File: src/rtl/dumpmem_pkg.sv
// Shared memory-layout constants, FSM encoding and problem base-address helper
// for the problem dump (read-back) path.
// Combinational helpers only; no state lives here.
package dumpmem_pkg;

  localparam int MAX_VERTSBITS = 8;
  localparam int MAX_PROBSBITS = 8;
  localparam int MEM_ADDRBITS  = 16;
  localparam int MEM_PROBSBITS = 4;
  localparam int MEM_WIDTH     = 128;

  // Width of the "words minus one" count; one 128-bit line carries 4 words.
  localparam int NWORDS_BITS   = 2 * MAX_VERTSBITS - 4;
  localparam int LINE_BITS     = MEM_ADDRBITS - MEM_PROBSBITS;

  typedef enum logic [2:0] {
    S_IDLE     = 3'd0,
    S_DDR_REQ  = 3'd1,
    S_DDR_WAIT = 3'd2,
    S_DRAIN    = 3'd3,
    S_DONE     = 3'd4
  } state_t;

  // Problem slot selects the top address bits; the bitmap lines follow from 0.
  // This must match the layout the fill path writes.
  function automatic logic [MEM_ADDRBITS-1:0] base_addr(input logic [MEM_PROBSBITS-1:0] prob);
    return {prob, {LINE_BITS{1'b0}}};
  endfunction

endpackage

File: src/rtl/dumpmem_nwords.sv
// nwords_calc: vertex count -> (number of 32-bit bitmap words) - 1.
// Purely combinational; shared with the fill path so both agree on length.
// nverts must be at least 1.
module nwords_calc
  import dumpmem_pkg::*;
(
  input  logic [MAX_VERTSBITS-1:0] nverts,
  output logic [NWORDS_BITS-1:0]   nwords_m1
);

  logic [2*MAX_VERTSBITS-1:0] nv_wide;
  logic [2*MAX_VERTSBITS-1:0] sq_m1;
  logic                       sq_low_unused;

  // nverts^2 - 1, then drop the 5 bit-within-word bits.
  always_comb begin
    nv_wide   = {{MAX_VERTSBITS{1'b0}}, nverts};
    sq_m1     = (nv_wide * nv_wide) - (2*MAX_VERTSBITS)'(1);
    nwords_m1 = {1'b0, sq_m1[2*MAX_VERTSBITS-1:5]};
  end

  assign sq_low_unused = ^sq_m1[4:0];

endmodule

File: src/rtl/dumpmem.sv
// dumpmem: reads one problem's adjacency bitmap from DDR and streams it as
// 32-bit words, lane 0 of each 128-bit line first. One read outstanding;
// output holds steady while the consumer stalls, DDR request holds until taken.
module dumpmem
  import dumpmem_pkg::*;
(
  input  logic                     i_clk150,
  input  logic                     i_reset,
  input  logic                     i_go,
  output logic                     o_done,
  input  logic [MAX_PROBSBITS-1:0] i_prob_no,
  input  logic [MAX_VERTSBITS-1:0] i_nverts,
  output logic [31:0]              o_outdata,
  output logic                     o_outdata_have,
  input  logic                     i_outdata_want,
  output logic [MEM_ADDRBITS-1:0]  o_ddr_raddr,
  output logic                     o_ddr_rreq,
  input  logic                     i_ddr_raddr_accept,
  input  logic [MEM_WIDTH-1:0]     i_ddr_rdata,
  input  logic                     i_ddr_rdata_valid
);

  state_t                  state, state_nxt;
  logic [NWORDS_BITS-1:0]  nwords_m1, nwords_m1_r, cnt;
  logic [MEM_ADDRBITS-1:0] addr_cnt;
  logic [MEM_WIDTH-1:0]    unpack_reg;
  logic                    prob_hi_unused;

  assign prob_hi_unused = ^i_prob_no[MAX_PROBSBITS-1:MEM_PROBSBITS];

  nwords_calc u_nwords (
    .nverts    (i_nverts),
    .nwords_m1 (nwords_m1)
  );

  // State register; reset drops straight back to idle from any state.
  always_ff @(posedge i_clk150 or posedge i_reset) begin
    if (i_reset) state <= S_IDLE;
    else         state <= state_nxt;
  end

  // Datapath: latch run parameters while idle, step address and word counters.
  always_ff @(posedge i_clk150 or posedge i_reset) begin
    if (i_reset) begin
      nwords_m1_r <= '0;
      cnt         <= '0;
      addr_cnt    <= '0;
      unpack_reg  <= '0;
    end else begin
      case (state)
        S_IDLE: begin
          nwords_m1_r <= nwords_m1;
          cnt         <= '0;
          addr_cnt    <= base_addr(i_prob_no[MEM_PROBSBITS-1:0]);
        end
        S_DDR_REQ:  if (i_ddr_raddr_accept) addr_cnt <= addr_cnt + MEM_ADDRBITS'(1);
        S_DDR_WAIT: if (i_ddr_rdata_valid)  unpack_reg <= i_ddr_rdata;
        S_DRAIN:    if (i_outdata_want)     cnt <= cnt + NWORDS_BITS'(1);
        default: ;
      endcase
    end
  end

  // Lane select for the current word; the counter's low bits pick the lane.
  always_comb begin
    o_outdata = unpack_reg[{cnt[1:0], 5'b0} +: 32];
  end

  // Next-state and handshake outputs.
  always_comb begin
    state_nxt      = state;
    o_done         = 1'b0;
    o_outdata_have = 1'b0;
    o_ddr_rreq     = 1'b0;
    o_ddr_raddr    = addr_cnt;
    case (state)
      S_IDLE: if (i_go) state_nxt = S_DDR_REQ;
      S_DDR_REQ: begin
        o_ddr_rreq = 1'b1;
        if (i_ddr_raddr_accept) state_nxt = S_DDR_WAIT;
      end
      S_DDR_WAIT: if (i_ddr_rdata_valid) state_nxt = S_DRAIN;
      S_DRAIN: begin
        o_outdata_have = 1'b1;
        if (i_outdata_want) begin
          // Last word wins over "line exhausted" so a partial line ends the run.
          if (cnt == nwords_m1_r)   state_nxt = S_DONE;
          else if (cnt[1:0] == 2'd3) state_nxt = S_DDR_REQ;
        end
      end
      S_DONE: begin
        o_done    = 1'b1;
        state_nxt = S_IDLE;
      end
      default: state_nxt = S_IDLE;
    endcase
  end

endmodule

File: config.mk
export PLATFORM = sky130hd
export DESIGN_NAME = dumpmem
export DESIGN_NICKNAME = d
export VERILOG_FILES = /design/src/rtl/dumpmem_pkg.sv /design/src/rtl/dumpmem_nwords.sv /design/src/rtl/dumpmem.sv
export SDC_FILE = /design/constraint.sdc
export NUM_CORES = 1
export LEC_CHECK = 0
export CAP_MARGIN = 0
export CORE_ASPECT_RATIO = 0.7
export CORE_UTILIZATION = 50
export DETAILED_ROUTE_END_ITERATION = 16
export MAX_ROUTING_LAYER = met4
export PLACE_DENSITY = 0.88
export SETUP_SLACK_MARGIN = 0.5
export SKIP_CTS_REPAIR_TIMING = 1
export SYNTH_ARGS = -nofsm -noshare
export SYNTH_HDL_FRONTEND = slang
export SYNTH_HIERARCHICAL = 1
export SYNTH_SLANG_ARGS = --single-unit
File: constraint.sdc
create_clock -name i_clk150 -period 12.3 [get_ports i_clk150]
set_clock_uncertainty 0.15 [all_clocks]
set_input_delay 2.46 -clock i_clk150 [delete_from_list [all_inputs] [get_ports i_clk150]]
set_output_delay 2.46 -clock i_clk150 [all_outputs]
set_load 0.1 [all_outputs]
# Yosys cells after proc, flatten, opt, wreduce, memory -nomap -nowiden
# Cells that the tools add are included.
[totals]
out_inout_bits = 51
inputBits = 150
reg_bits = 170
word_cells = 42
[classes]
n_mux = 14
multipliers = 1
reduce_logical = 7
n_eq_ne = 11
n_addsub = 3
n_shift = 1
[ops]
columns = ["operator", "n"]
rows = [
  ["$shiftx 128x8->32", 1],
  ["$pmux 16 s2", 1],
  ["$pmux 12 s2", 1],
  ["$mux 3", 6],
  ["$add 16x1->16 const B", 1],
  ["$mul 8x8->16", 1],
  ["$mux 16", 1],
  ["$sub 16x1->16 const B", 1],
  ["$add 12x1->12 const B", 1],
  ["$eq 12x11->1", 1],
  ["$mux 12", 1],
  ["$pmux 3 s4", 1],
  ["$ne 2x2->1 const B", 4],
  ["$eq 3x2->1 const B", 2],
  ["$reduce_and 2->1", 3],
  ["$reduce_and 5->1", 1],
  ["$reduce_bool 2->1", 2],
  ["$eq 3x1->1 const B", 1],
  ["$eq 3x3->1 const B", 1],
  ["$logic_not 3->1", 1],
  ["$mux 1", 3],
  ["$ne 3x3->1 const B", 1],
  ["$eq 2x2->1 const B", 1],
]

# Depth between registers and ports, before layout
[logic_depth]
depth_word = 5
mapped_depth = 19
mapped_depth_nobuf = 17

# Cells and area by module
# The synthesis kept the hierarchy.
[by_module_without_submodules]
columns = ["mod", "seq_area_each_um2", "area_each_um2", "n_inst", "cells_per_inst"]
rows = [
  ["dumpmem", 4279.1, 7923.8, 1, 569],
  ["nwords_calc", 0.0, 1871.8, 1, 225],
]

# Least setup slack after synthesis
# Ideal clock, no wire load.
[synth_path]
kind = "input to register"
from = "in i_nverts[6]"
to = "reg nwords_m1_r[9]"
path_slack_ns = 5.721
t_arrival_ns = 6.364
cell_stages = 17
path_buffers = 1
required_time_ns = 12.085
setup_time_ns = 0.065
cell_sequence = "clkbuf_1 > nand2_1 > fa_1 > inv_1 > fa_1 > fa_1 > inv_1 > fa_1 > inv_1 > ha_1 > a211o_1 > a21oi_4 > o211ai_4 > and2_4 > o41ai_2 > nand2_1 > nand2_1"
[synth_between]
elab_chain_len = 2
[synth_rtl]
columns = ["element", "line_no", "rtl"]
rows = [
  ["start, declared", "dumpmem.sv:12", "input logic [MAX_VERTSBITS-1:0] i_nverts,"],
  ["$mul 8x8->16", "dumpmem_nwords.sv:18", "sq_m1 = (nv_wide * nv_wide) - (2*MAX_VERTSBITS)'(1);"],
  ["$sub 16x1->16", "dumpmem_nwords.sv:18", ""],
  ["named net nwords_m1[9]", "dumpmem.sv:24", "logic [NWORDS_BITS-1:0] nwords_m1, nwords_m1_r, cnt;"],
  ["end signal, assigned", "dumpmem.sv:52", "nwords_m1_r <= nwords_m1;"],
  ["end, declared", "dumpmem.sv:24", ""],
]
# The timed path passes the listed nets, and every way through them passes these cells.
# A chain may end at the register's enable or synchronous reset.

# Worst setup path in the final report
[layout_path]
from = "in i_nverts[3]"
to = "reg nwords_m1_r[8]"
# The elaborated chain is that of the path after synthesis.

==> qor.yml <==
outcome:
  status: "finished, final reports clean"
final_layout:
  num_antenna_cells: 0
  fin_util_pct: 65.8
  mostFrequentLayoutCell: "clkdlybuf4s50_1"
  area_delta_synth_final_pct: 27.7
  fin_cells: 1253
  nFillCells: 1395
  nNetsFinal: 1189
  layout_common_cells: "196 x clkdlybuf4s50_1, 169 x dfrtp_1, 131 x mux2_2, 70 x inv_1, 68 x nand2_1"
  largest_reg_flops: 128
  post_route_cells_drive_above_1_share_pct: 22.3
power:
  power.leakage_nw: 5.44
  vdd_drop_max_v: 0.000196
  pwr_density_cell_mw_per_mm2: 303
critical_path:
  crit_required_ns: 12.45
  cpPeakStageDelay_ns: 0.60
  startpoint_type: "input pin"
  cp_cell_sequence: "clkdlybuf4s50_1 > nand2_1 > inv_1 > fa_1 > fa_1 > fa_1 > inv_1 > fa_1 > inv_1 > ha_1 > and4_1 > o21ai_2 > o21ai_0 > nor4_1 > a211oi_1 > nand2_1 > nand2_1"
  path_class: "input pin to flop"
  critPathMostFrequentCell: "fa_1"
  ff2ff_path_depth: 5
  r2r_start: "state[1]$_DFFE_PP0P_"
  path_buf_inv: 4
  critPathArrivalTime_ns: 7.11
  path_delay_family: "adder cells"
  endpoint_kind: "flop"
  rrSetupSlack_ns: 9.05
  cp_max_fo: 9
  slowest_stage: "clkdlybuf4s50_1"
  r2r-end: "unpack_reg[8]$_DFFE_PP0P_"
floorplanning:
  die_h_um: 119
  die_area_mm2: 0.0202
  ios: 201
  start_util_pct: 51.5
  rows: 42
  coreArea_mm2: 0.0190
  die_w_um: 169
sta:
  slew_headroom_pct: 24.0
  final.setup.worst_slack_ns: 5.34
  max_freq_mhz: 144
  rsz0062_at_grt: "no"
  setup_tns_ns: 0
  slew_violations: 0
  whs_ns: 0.348
  fin_crit_ns: 6.96
  finalSetupViolCount: 0
  finalHoldViolCount: 0
  tightestPinTransition_ns: 1.14
  fin_crit_sh_pct: 56.6
clocking:
  clkTransAtPathRegs_ns: 0.07
  clock_latency_ns: 0.41
  ctsLongestPathBuffers: 2
  clock_sinks: 171
  cts_tree: "done"
  cts_buffers: 17
  htreeDepth: 4
  cts_root_buf: "clkbuf_16"
route:
  drtIter0Drc: 508
  vias_per_cell: 5.39
  wl_per_cell_um: 17.6
  drc: 0
  wirelength_mm: 22.0
  dr_total_vias: 6752
  first_pass_iters: 5
  ant_nets: 0
logic_synthesis:
  synthDistinctLibCells: 61
  synth_top_area_cell: "dfrtp_1"
  yosys_warnings: 6
  async_flop_share_pct: 100
  synth-edff-count: 0
  ys_seq_elements: 171
  syn-num-nets: 1006
  synth_top_area_share_pct: 43.7
  netlist_instances: 794
  synth_ff_type: "dfrtp_1"
  synth_top_cells_by_area: "dfrtp_1 44%, mux2_2 15%, mux4_2 7.4%, fa_1 6.3%, ha_1 4.0%"
  syn_area_per_cell_um2: 12.3
  ys_seq_area_share_pct: 43.7
  syn_area_mm2: 0.00980
place:
  pre_cts_slack_ns: 4.95
  gp_congestion: 0.850
  portBuffers: 196
  dpl.cell_count: 1222
  place_hpwl_mm: 15.8
grt:
  grt_max_degree: 108
  grt_pass1_vias: 6929
  antenna_found_initial: 0
  grt_usage_pct: 23.5
  gr-total-overflow: 0
  grt_pass1_wl_mm: 36.4
worst_hold_path:
  hold_depth: 2
  min_from: "nwords_m1_r[2]$_DFFE_PP0P_"
  min_to: "nwords_m1_r[2]$_DFFE_PP0P_"
  hold_path_class: "flop to flop"
run:
  drv_cap: 0
synth_stat cells, drive strengths merged, types with 2 or more instances:
library cell	count
nand4	8
or3	3
a22oi	2
xor2	22
or4	4
fa	31
o22ai	2
nand3	16
a31oi	6
o31ai	4
mux2	131
ha	31
o21ai	11
a2111oi	3
a21oi	14
buf	29
inv	71
clkbuf	8
nand2	68
nor4	6
xnor2	14
nor2	29
o21a	6
and4	7
a21o	3
nand2b	3
mux4	32
mux2i	2
a21boi	2
nor3	7
and3	6
dfrtp	171
a211oi	8
and2	17
kinds of logic (layout without fill, tap and decap cells):
group / Yosys count / in the layout / synth area share, %
simple gates: 181 / 181 / 9.67
flops: 171 / 171 / 43.7
mux: 165 / 165 / 22.6
buf+inv: 108 / 303 / 4.99
compound gates: 70 / 70 / 5.48
fa+ha+maj: 62 / 62 / 10.3
xor+xnor: 36 / 36 / 3.22
other cells: 1 / 1 / 0.0383
worst max path at each step:
stage	start	end	slack (ns)	cells after the start
floorplan	i_reset	cnt[0]$_DFFE_PP0P_	5.06	1
global placement	i_nverts[5]	nwords_m1_r[9]$_DFFE_PP0P_	5.01	17
detailed placement	i_nverts[3]	nwords_m1_r[9]$_DFFE_PP0P_	4.95	17
CTS	i_nverts[3]	nwords_m1_r[8]$_DFFE_PP0P_	5.37	17
global route	i_nverts[3]	nwords_m1_r[6]$_DFFE_PP0P_	5.10	17
finish	i_nverts[3]	nwords_m1_r[8]$_DFFE_PP0P_	5.34	17
stage by stage:
step                      power, mW  cell area [um^2]
final                          3.79             12500
after global routing           3.99             12500
after CTS                      3.81             12500
after detailed placement       3.26             11900
after global placement         3.19             11900
after floorplan                2.78              9800
tightest hold or removal path: cells and delay by family, from the launching register on:
kind	cells	cell delay (ns)
flops	1	0.36
simple gates	2	0.10
layer usage:
layer  vias to the layer above  routed length (um)  track usage, %
li1                       3145                   -               -
met1                      3397               10200            32.7
met2                       188               10400            35.9
met3                        22                1040            4.12
met4                         0                 376            6.02
met5                         -                   0               -
layout make-up:
| class | instances | area (um^2) | area share (%) |
|---|---|---|---|
| timing repair buffer | 201 | 2000 | 16.0 |
| clock inverter | 14 | 171 | 1.37 |
| inverter | 71 | 272 | 2.17 |
| multi-input combinational | 515 | 5030 | 40.2 |
| clock buffer | 17 | 425 | 3.40 |
| tap | 264 | 330 | 2.64 |
| sequential | 171 | 4280 | 34.2 |
power breakdown:
part,leakage [nW],switching [mW],total [mW],internal (mW)
Clock,0.296,0.249,0.542,0.293
Sequential,2.09,0.207,1.03,0.823
Combinational,3.05,1.40,2.22,0.817
Total,5.44,1.86,3.79,1.93
No activity file was read; power rests on OpenSTA's default activity.
